$ cat config.mk
export PLATFORM = sky130hd
export DESIGN_NAME = bus_arbiter_flat
export DESIGN_NICKNAME = d
export VERILOG_FILES = /design/src/rtl/bus_arbiter_if.sv /design/src/rtl/bus_arbiter.sv /design/src/flat_wrapper.sv
export SDC_FILE = /design/constraint.sdc
export NUM_CORES = 1
export LEC_CHECK = 0
export BUFFER_PORTS_ARGS = -buffer_cell sky130_fd_sc_hd__buf_2
export CORE_MARGIN = 2
export CORE_UTILIZATION = 59
export CTS_BUF_LIST = sky130_fd_sc_hd__clkbuf_8
export DETAILED_ROUTE_END_ITERATION = 16
export PLACE_DENSITY = 0.81
export SLEW_MARGIN = 10
export SYNTH_ARGS = -nofsm -noshare
export SYNTH_HDL_FRONTEND = slang
export SYNTH_SLANG_ARGS = --single-unit
$ cat constraint.sdc
create_clock -name clk -period 2.85 [get_ports clk]
set_input_delay 0.1425 -clock clk [delete_from_list [all_inputs] [get_ports clk]]
set_output_delay 0.1425 -clock clk [all_outputs]
set_load 0.02 [all_outputs]
$ cat src/rtl/bus_arbiter_if.sv
// Shared-bus request/grant bundle between the bus masters and the arbiter.
// All request and grant lines are active-low.
interface bus_arbiter_if #(
    parameter int NUM_MASTERS = 4,
    parameter int IDX_W       = 2
);
    logic [NUM_MASTERS-1:0] m_req_;
    logic [NUM_MASTERS-1:0] m_grnt_;
    logic [IDX_W-1:0]       owner;
    logic                   bus_idle;

    modport master (output m_req_, input m_grnt_, owner, bus_idle);
    modport slave  (input m_req_, output m_grnt_, owner, bus_idle);
endinterface

$ cat src/rtl/bus_arbiter.sv
// Round-robin owner-hold arbiter for the shared system bus, with a sticky watchdog
// that flags an owner holding the bus too long while other masters wait.
module bus_arbiter #(
    parameter int NUM_MASTERS = 4,
    parameter int IDX_W       = 2,
    parameter int MAX_HOLD    = 256,
    parameter int CNT_W       = 9
) (
    input  logic           clk,
    input  logic           rst,
    bus_arbiter_if.slave   bus,
    input  logic           err_clr,
    output logic           hold_err
);
    typedef enum logic {IDLE, OWNED} state_t;

    state_t                 state;
    logic [NUM_MASTERS-1:0] grnt_q;
    logic [IDX_W-1:0]       owner_q;
    logic [IDX_W-1:0]       rr_ptr;
    logic                   idle_q;
    logic [CNT_W-1:0]       hold_cnt;

    logic                   found;
    logic [IDX_W-1:0]       pick;
    logic [IDX_W-1:0]       pick_next;
    logic [NUM_MASTERS-1:0] pick_grnt;
    logic                   others_wait;
    logic                   owner_release;
    logic                   cnt_inc;
    logic                   err_set;

    // Circular search starting at rr_ptr; the first low request wins.
    always_comb begin
        // NOTE: every combinational output gets a default first so no path leaves it unassigned (no latch).
        found = 1'b0;
        pick  = '0;
        for (int k = 0; k < NUM_MASTERS; k++) begin
            automatic int idx = (int'(rr_ptr) + k) % NUM_MASTERS;
            if (!found && !bus.m_req_[idx]) begin
                found = 1'b1;
                pick  = IDX_W'(idx);
            end
        end
    end

    always_comb begin
        pick_grnt   = '1;
        others_wait = 1'b0;
        for (int i = 0; i < NUM_MASTERS; i++) begin
            if (IDX_W'(i) == pick)
                pick_grnt[i] = 1'b0;
            if (IDX_W'(i) != owner_q && !bus.m_req_[i])
                others_wait = 1'b1;
        end
    end

    assign pick_next     = (pick == IDX_W'(NUM_MASTERS - 1)) ? '0 : pick + 1'b1;
    assign owner_release = (state == OWNED) && bus.m_req_[owner_q];
    assign cnt_inc       = (state == OWNED) && !owner_release && others_wait
                           && (hold_cnt != {CNT_W{1'b1}});
    assign err_set       = cnt_inc && (hold_cnt == CNT_W'(MAX_HOLD - 1));

    // NOTE: the asynchronous reset is in the sensitivity list so grants drop without a clock edge.
    always_ff @(posedge clk or negedge rst) begin
        if (!rst) begin
            state    <= IDLE;
            grnt_q   <= '1;
            owner_q  <= '0;
            rr_ptr   <= '0;
            idle_q   <= 1'b1;
            hold_cnt <= '0;
            hold_err <= 1'b0;
        end else begin
            // NOTE: state registers use non-blocking assignments so every branch sees pre-edge values.
            case (state)
                IDLE: begin
                    hold_cnt <= '0;
                    if (found) begin
                        state   <= OWNED;
                        grnt_q  <= pick_grnt;
                        owner_q <= pick;
                        rr_ptr  <= pick_next;
                        idle_q  <= 1'b0;
                    end
                end
                OWNED: begin
                    if (owner_release) begin
                        hold_cnt <= '0;
                        if (found) begin
                            grnt_q  <= pick_grnt;
                            owner_q <= pick;
                            rr_ptr  <= pick_next;
                        end else begin
                            state  <= IDLE;
                            grnt_q <= '1;
                            idle_q <= 1'b1;
                        end
                    end else if (cnt_inc) begin
                        hold_cnt <= hold_cnt + 1'b1;
                    end
                end
                default: state <= IDLE;
            endcase

            // Set has priority over clear on the same edge.
            if (err_set)
                hold_err <= 1'b1;
            else if (err_clr)
                hold_err <= 1'b0;
        end
    end

    assign bus.m_grnt_  = grnt_q;
    assign bus.owner    = owner_q;
    assign bus.bus_idle = idle_q;
endmodule

$ cat src/flat_wrapper.sv
// flat-port wrapper written by rule: the top's interface ports become plain ports
module bus_arbiter_flat 
#(
    parameter int NUM_MASTERS = 4,
    parameter int IDX_W       = 2,
    parameter int MAX_HOLD    = 256,
    parameter int CNT_W       = 9
)
  (clk, rst, err_clr, hold_err, bus_m_req_, bus_m_grnt_, bus_owner, bus_bus_idle);
  bus_arbiter_if #(.NUM_MASTERS(NUM_MASTERS), .IDX_W(IDX_W)) bus_i ();
  input  logic clk;
  input  logic rst;
  input  logic err_clr;
  output logic hold_err;
  input wire logic [$bits(bus_i.m_req_)-1:0] bus_m_req_;
  output wire logic [$bits(bus_i.m_grnt_)-1:0] bus_m_grnt_;
  output wire logic [$bits(bus_i.owner)-1:0] bus_owner;
  output wire logic [$bits(bus_i.bus_idle)-1:0] bus_bus_idle;
  assign bus_i.m_req_ = bus_m_req_;
  assign bus_m_grnt_ = bus_i.m_grnt_;
  assign bus_owner = bus_i.owner;
  assign bus_bus_idle = bus_i.bus_idle;
  bus_arbiter #(.NUM_MASTERS(NUM_MASTERS), .IDX_W(IDX_W), .MAX_HOLD(MAX_HOLD), .CNT_W(CNT_W)) u_core (.clk(clk), .rst(rst), .bus(bus_i), .err_clr(err_clr), .hold_err(hold_err));
endmodule
Word-level counts from Yosys, hierarchy flattened
Index checks and enable logic that the tools add are counted.
{"block": "totals", "ram_bits": 0, "latch_bits": 0, "output_inout_bits": 8, "wordCells": 116, "input_bits": 7, "romBits": 0, "register_bits": 20, "mem_count": 0}
{"block": "classes", "n_reduce_logical": 30, "n_mul": 0, "n_addsub": 5, "n_div": 0, "n_eq_ne": 13, "shift": 0, "n_lt_le_gt_ge": 5, "n_bitwise": 4, "muxes": 52}
{"cell": "2-to-1 mux 1 bit", "n": 27}
{"cell": "2-to-1 mux 2 bit", "n": 9}
{"cell": "2-to-1 mux 9 bit", "n": 2}
{"cell": "one-hot mux 9 bit (2 select lines)", "n": 1}
{"cell": "logical AND 1 bit", "n": 12}
{"cell": "< comparator 3 x 4 -> 1 bit (second input constant)", "n": 3}
{"cell": "2-to-1 mux 4 bit", "n": 3}
{"cell": "binary-select mux 1 bit (select 2 bit)", "n": 5}
{"cell": "logical NOT 1 bit", "n": 10}
{"cell": "adder 9 x 1 -> 9 bit (second input constant)", "n": 1}
{"cell": "equality test 9 x 8 -> 1 bit (second input constant)", "n": 1}
{"cell": "!= test 9 bit (second input constant)", "n": 1}
{"cell": "one-hot mux 2 bit (2 select lines)", "n": 2}
{"cell": "one-hot mux 4 bit (2 select lines)", "n": 1}
{"cell": "< comparator 2 x 3 -> 1 bit (second input constant)", "n": 2}
{"cell": "OR reduction 2 bit", "n": 3}
{"cell": "adder 2 x 1 -> 2 bit (second input constant)", "n": 2}
{"cell": "adder 2 bit (second input constant)", "n": 2}
{"cell": "equality test 2 bit (first input constant)", "n": 2}
{"cell": "!= test 2 bit (first input constant)", "n": 2}
{"cell": "!= test 2 bit (second input constant)", "n": 2}
{"cell": "one-hot mux 1 bit (2 select lines)", "n": 2}
{"cell": "nonzero test 2 bit", "n": 2}
{"cell": "bitwise AND 1 bit (first input constant)", "n": 3}
{"cell": "other kinds (9)", "n": 9}

Logic depth before layout (Yosys ltp)
{"block": "depth", "word_depth": 20, "depth_mapped": 8, "depth_no_buf": 8}

Least setup slack after synthesis
No wires, ideal clock.
{"block": "synth_timing", "path_kind": "register to register", "startpoint": "reg u_core.hold_cnt[0]", "endpoint": "reg u_core.hold_cnt[5]", "setup_slack_ns": 0.790, "path_stages_with_launch": 8, "setup_ns": 0.077, "t_arrival_ns": 1.983, "synth_period_minus_slack_ns": 2.060, "n_path_buf": 0, "required_ns": 2.773, "path_cell_list": "dfrtp_1 -> ha_1 -> and4_1 -> ha_1 -> nand4b_1 -> a21oi_1 -> or4b_1 -> a21oi_1"}
{"block": "synth_via", "elab_chain_len": 4, "word_cells_on_any_way": 7, "cone_classes": "add/sub: 1; eq/ne: 2; mux: 3; reduce/logical: 1"}
{"element": "start, declared", "line_no": "bus_arbiter.sv:22", "text": "logic [CNT_W-1:0] hold_cnt;"}
{"element": "start signal, assigned", "line_no": "bus_arbiter.sv:100", "text": "hold_cnt <= hold_cnt + 1'b1;"}
{"element": "adder 9 x 1 -> 9 bit", "line_no": "bus_arbiter.sv:100"}
{"element": "2-to-1 mux 9 bit", "line_no": "bus_arbiter.sv:99", "text": "end else if (cnt_inc) begin"}
{"element": "2-to-1 mux 9 bit", "line_no": "bus_arbiter.sv:88", "text": "if (owner_release) begin"}
{"element": "one-hot mux 9 bit (2 select lines)", "line_no": "bus_arbiter.sv:76", "text": "case (state)"}
Several ways; a longest one is shown, not always the timed one. The select of a mux whose other input is x is not followed.
A chain may end at the register's enable or synchronous reset.

Worst setup path in the final report
Same ends and word-level chain as after synthesis.

==> impl_metrics.yaml <==
setup_path:
  end_kind: "flop"
  r2r-start: "u_core.hold_cnt[0]"
  reg2reg_slack_ns: 0.54
  crit_fanout: 6
  crit_end: "u_core.hold_cnt[5]"
  cp_data_required_time_ns: 3.04
  start_kind: "flop"
  critical_path.startpoint: "u_core.hold_cnt[0]"
  r2r_end: "u_core.hold_cnt[5]"
  cp.arrival_ns: 2.50
  cp_cell_sequence: "ha_1 -> and4_1 -> ha_1 -> nand4b_1 -> a21oi_1 -> or4b_1 -> a21oi_1"
  slowest_stage: "or4b_1"
  max_stage_delay_ns: 0.48
  reg2regPathDepth: 7
  path_class: "flop to flop"
floorplan:
  num_rows: 16
  die_w_um: 50.28
  ios: 15
  start_util: 0.6376
  die_height_um: 50.28
  core_mm2: 0.001982
  die-area_mm2: 0.002528
grt:
  grt_pass1_wl_um: 4705
  antenna_found_initial: 0
  first_global_vias: 1117
  grtUsageTotal: 0.2444
  overflow: 0
  grt_max_degree: 21
clock_network:
  clkSinkCount: 20
  clkSlewWorstSetupHoldPaths_ns: 0.08
  cts_tree: "yes"
  cts_setup_buffers: 0
  cts_resized: 0
  cts_buffer_depth: 2
  clock_latency_ns: 0.26
  clockRootBuffer: "clkbuf_8"
  hold_buffers: 1
  cts_max_level: 1
  cts_made_buffers: 3
detailed_routing:
  dr.first_iter.drc_count: 17
  routed_wl_um: 2641
  ant_nets: 0
  dr.pass1.iters: 4
  vias_per_cell: 6.300
  drcViolationCount: 0
  num_vias: 1071
  wire_per_inst_um: 15.54
sta:
  relSlewSlack: 0.6996
  rsz0062_at_grt: "false"
  fin_crit_ns: 2.307
  tightest_slew_ns: 0.4506
  fin_skew_ns: 0.003334
  slew_viol_final: 0
  finalHoldViolCount: 0
  fin_crit_sh: 0.8093
  tns_ns: 0
  setup_viol: 0
  fmax_mhz: 433.6
pwr:
  combinationalPowerShare: 0.394
  seqPwrFrac: 0.374
  clkPwrFrac: 0.232
  powerDensity_mw_per_mm2: 867.3
  max-vdd-ir-drop_v: 0.0006218
  p_switching_uw: 461.0
  intPower_uw: 772.9
  p_leak_uw: 0.0006352
  swShare: 0.3736
synth:
  synth_area_per_cell_um2: 9.950
  synth_seq_cells: 20
  yosysTopAreaCellShare: 0.2970
  synth_ff_type: "dfrtp_1"
  synth-edff-count: 0
  synthArstFlopShare: 1.000
  netlist_top_cells_area: "dfrtp_1, dfstp_2, ha_1, a21oi_1, o21ai_0"
  synth_area_mm2: 0.001264
  synthesis.nets: 141
  seq_area_frac_synth: 0.4010
  synth_commonest_cells: "dfrtp_1, a21oi_1, o21ai_0"
  yosysTopAreaCell: "dfrtp_1"
  yosys_warnings: 0
  synth_cell_types: 43
  synth_cells: 127
  synth_most_common_cell: "dfrtp_1"
hold_path:
  hold_path.class: "input port to flop"
placed_design:
  io_buffers: 14
  gp_congestion: 0.8718
  dpl.hpwl_um: 1923
  dp.cells: 165
job:
  maxCapViolCount: 0
layout:
  antenna-diode-count: 0
  fin_nets: 158
  finalNonFillerCells: 170
  drive_gt1_frac: 0.2587
  area_growth_pct: 12.57
outcome:
  status: "finished, final reports clean"
==> worst max-delay path: cells and delay by family, from the launching register on <==
kind,cells,cell delay [ns]
simple gates,3,0.87
fa+ha+maj,2,0.51
compound gates,2,0.44
flops,1,0.42
==> sequential cells by signal (all words and copies together) (netlist names) <==
register,flops
u_core.state,1
u_core.rr_ptr,2
u_core.bus.bus_idle,1
u_core.bus.m_grnt_,4
u_core.bus.owner,2
u_core.hold_cnt,9
u_core.hold_err,1
==> power by group through the flow <==
stage / clock, µW / sequential (µW) / combinational, µW
final: 286 / 461 / 486
after global routing: 299 / 473 / 545
after CTS: 290 / 457 / 487
after detailed placement: 0 / 462 / 486
after global placement: 0 / 456 / 470
after floorplan: 0 / 497 / 331
==> logic make-up (layout without fill, tap and decap cells) <==
kind of cell    after synthesis  in the layout  synth area share
fa+ha+maj                     8              8           0.07722
mux                           6              6           0.06237
buf+inv                      11             27           0.04455
flops                        20             20            0.4010
simple gates                 43             43            0.2089
compound gates               39             39            0.2059
==> stage by stage <==
stage / setup WS, ns / hold WS, ns / total power [µW] / utilization / instance area (µm²)
2_1_floorplan: 0.7900 / -0.1531 / 827.6 / - / 1264
3_3_place_gp: 0.7106 / 0.1088 / 926.8 / 0.6768 / 1341
3_5_place_dp: 0.5804 / 0.1167 / 947.3 / 0.6768 / 1341
4_1_cts: 0.5589 / 0.07582 / 1235 / 0.7178 / 1423
5_1_grt: 0.4489 / 0.08177 / 1316 / 0.7178 / 1423
6_report: 0.5435 / 0.07512 / 1234 / 0.7178 / 1423
==> layout by cell type, fill, tap and decap left out, types with 2 or more instances in the layout <==
cell      count
a21oi_1      14
and4_2        2
buf_2        14
clkbuf_8      3
dfrtp_1      15
dfstp_2       5
ha_1          7
inv_1         7
mux2i_1       3
nand2_1       6
nand3_1       8
nand4_1       2
nand4b_1      2
nor2_1        6
nor2b_1       2
nor3b_1       2
o21a_1        2
o21ai_0      11
o221a_2       2
o31ai_1       2
or3_1         4
==> layout make-up <==
cell class | count | area (µm²)
clock buffers | 3 | 41.29
clock inverters | 1 | 30.03
fillers | 141 | 559.3
inverters | 8 | 30.03
multi-input cells | 96 | 700.7
flip-flops and latches | 20 | 506.7
well taps | 27 | 33.78
repair buffers | 15 | 80.08
==> metal layers <==
layer	GRT usage	up-vias	routed length, µm
li1	-	510	-
met1	0.2749	525	1112
met2	0.4320	29	1354
met3	0.03869	7	108
met4	0.1435	0	65
met5	0	-	0
==> worst min-delay path by stage <==
stage | startpoint | end | slack, ns | depth (start not counted)
after global routing | err_clr | u_core.hold_err | 0.08 | 2
after floorplan | rst | u_core.bus.owner[0] | -0.15 | 0
after global placement | rst | u_core.hold_cnt[6] | 0.11 | 1
after detailed placement | rst | u_core.hold_cnt[4] | 0.12 | 1
final | err_clr | u_core.hold_err | 0.08 | 2
after CTS | err_clr | u_core.hold_err | 0.08 | 2
Note: power is estimated with default switching activity, not from simulation.
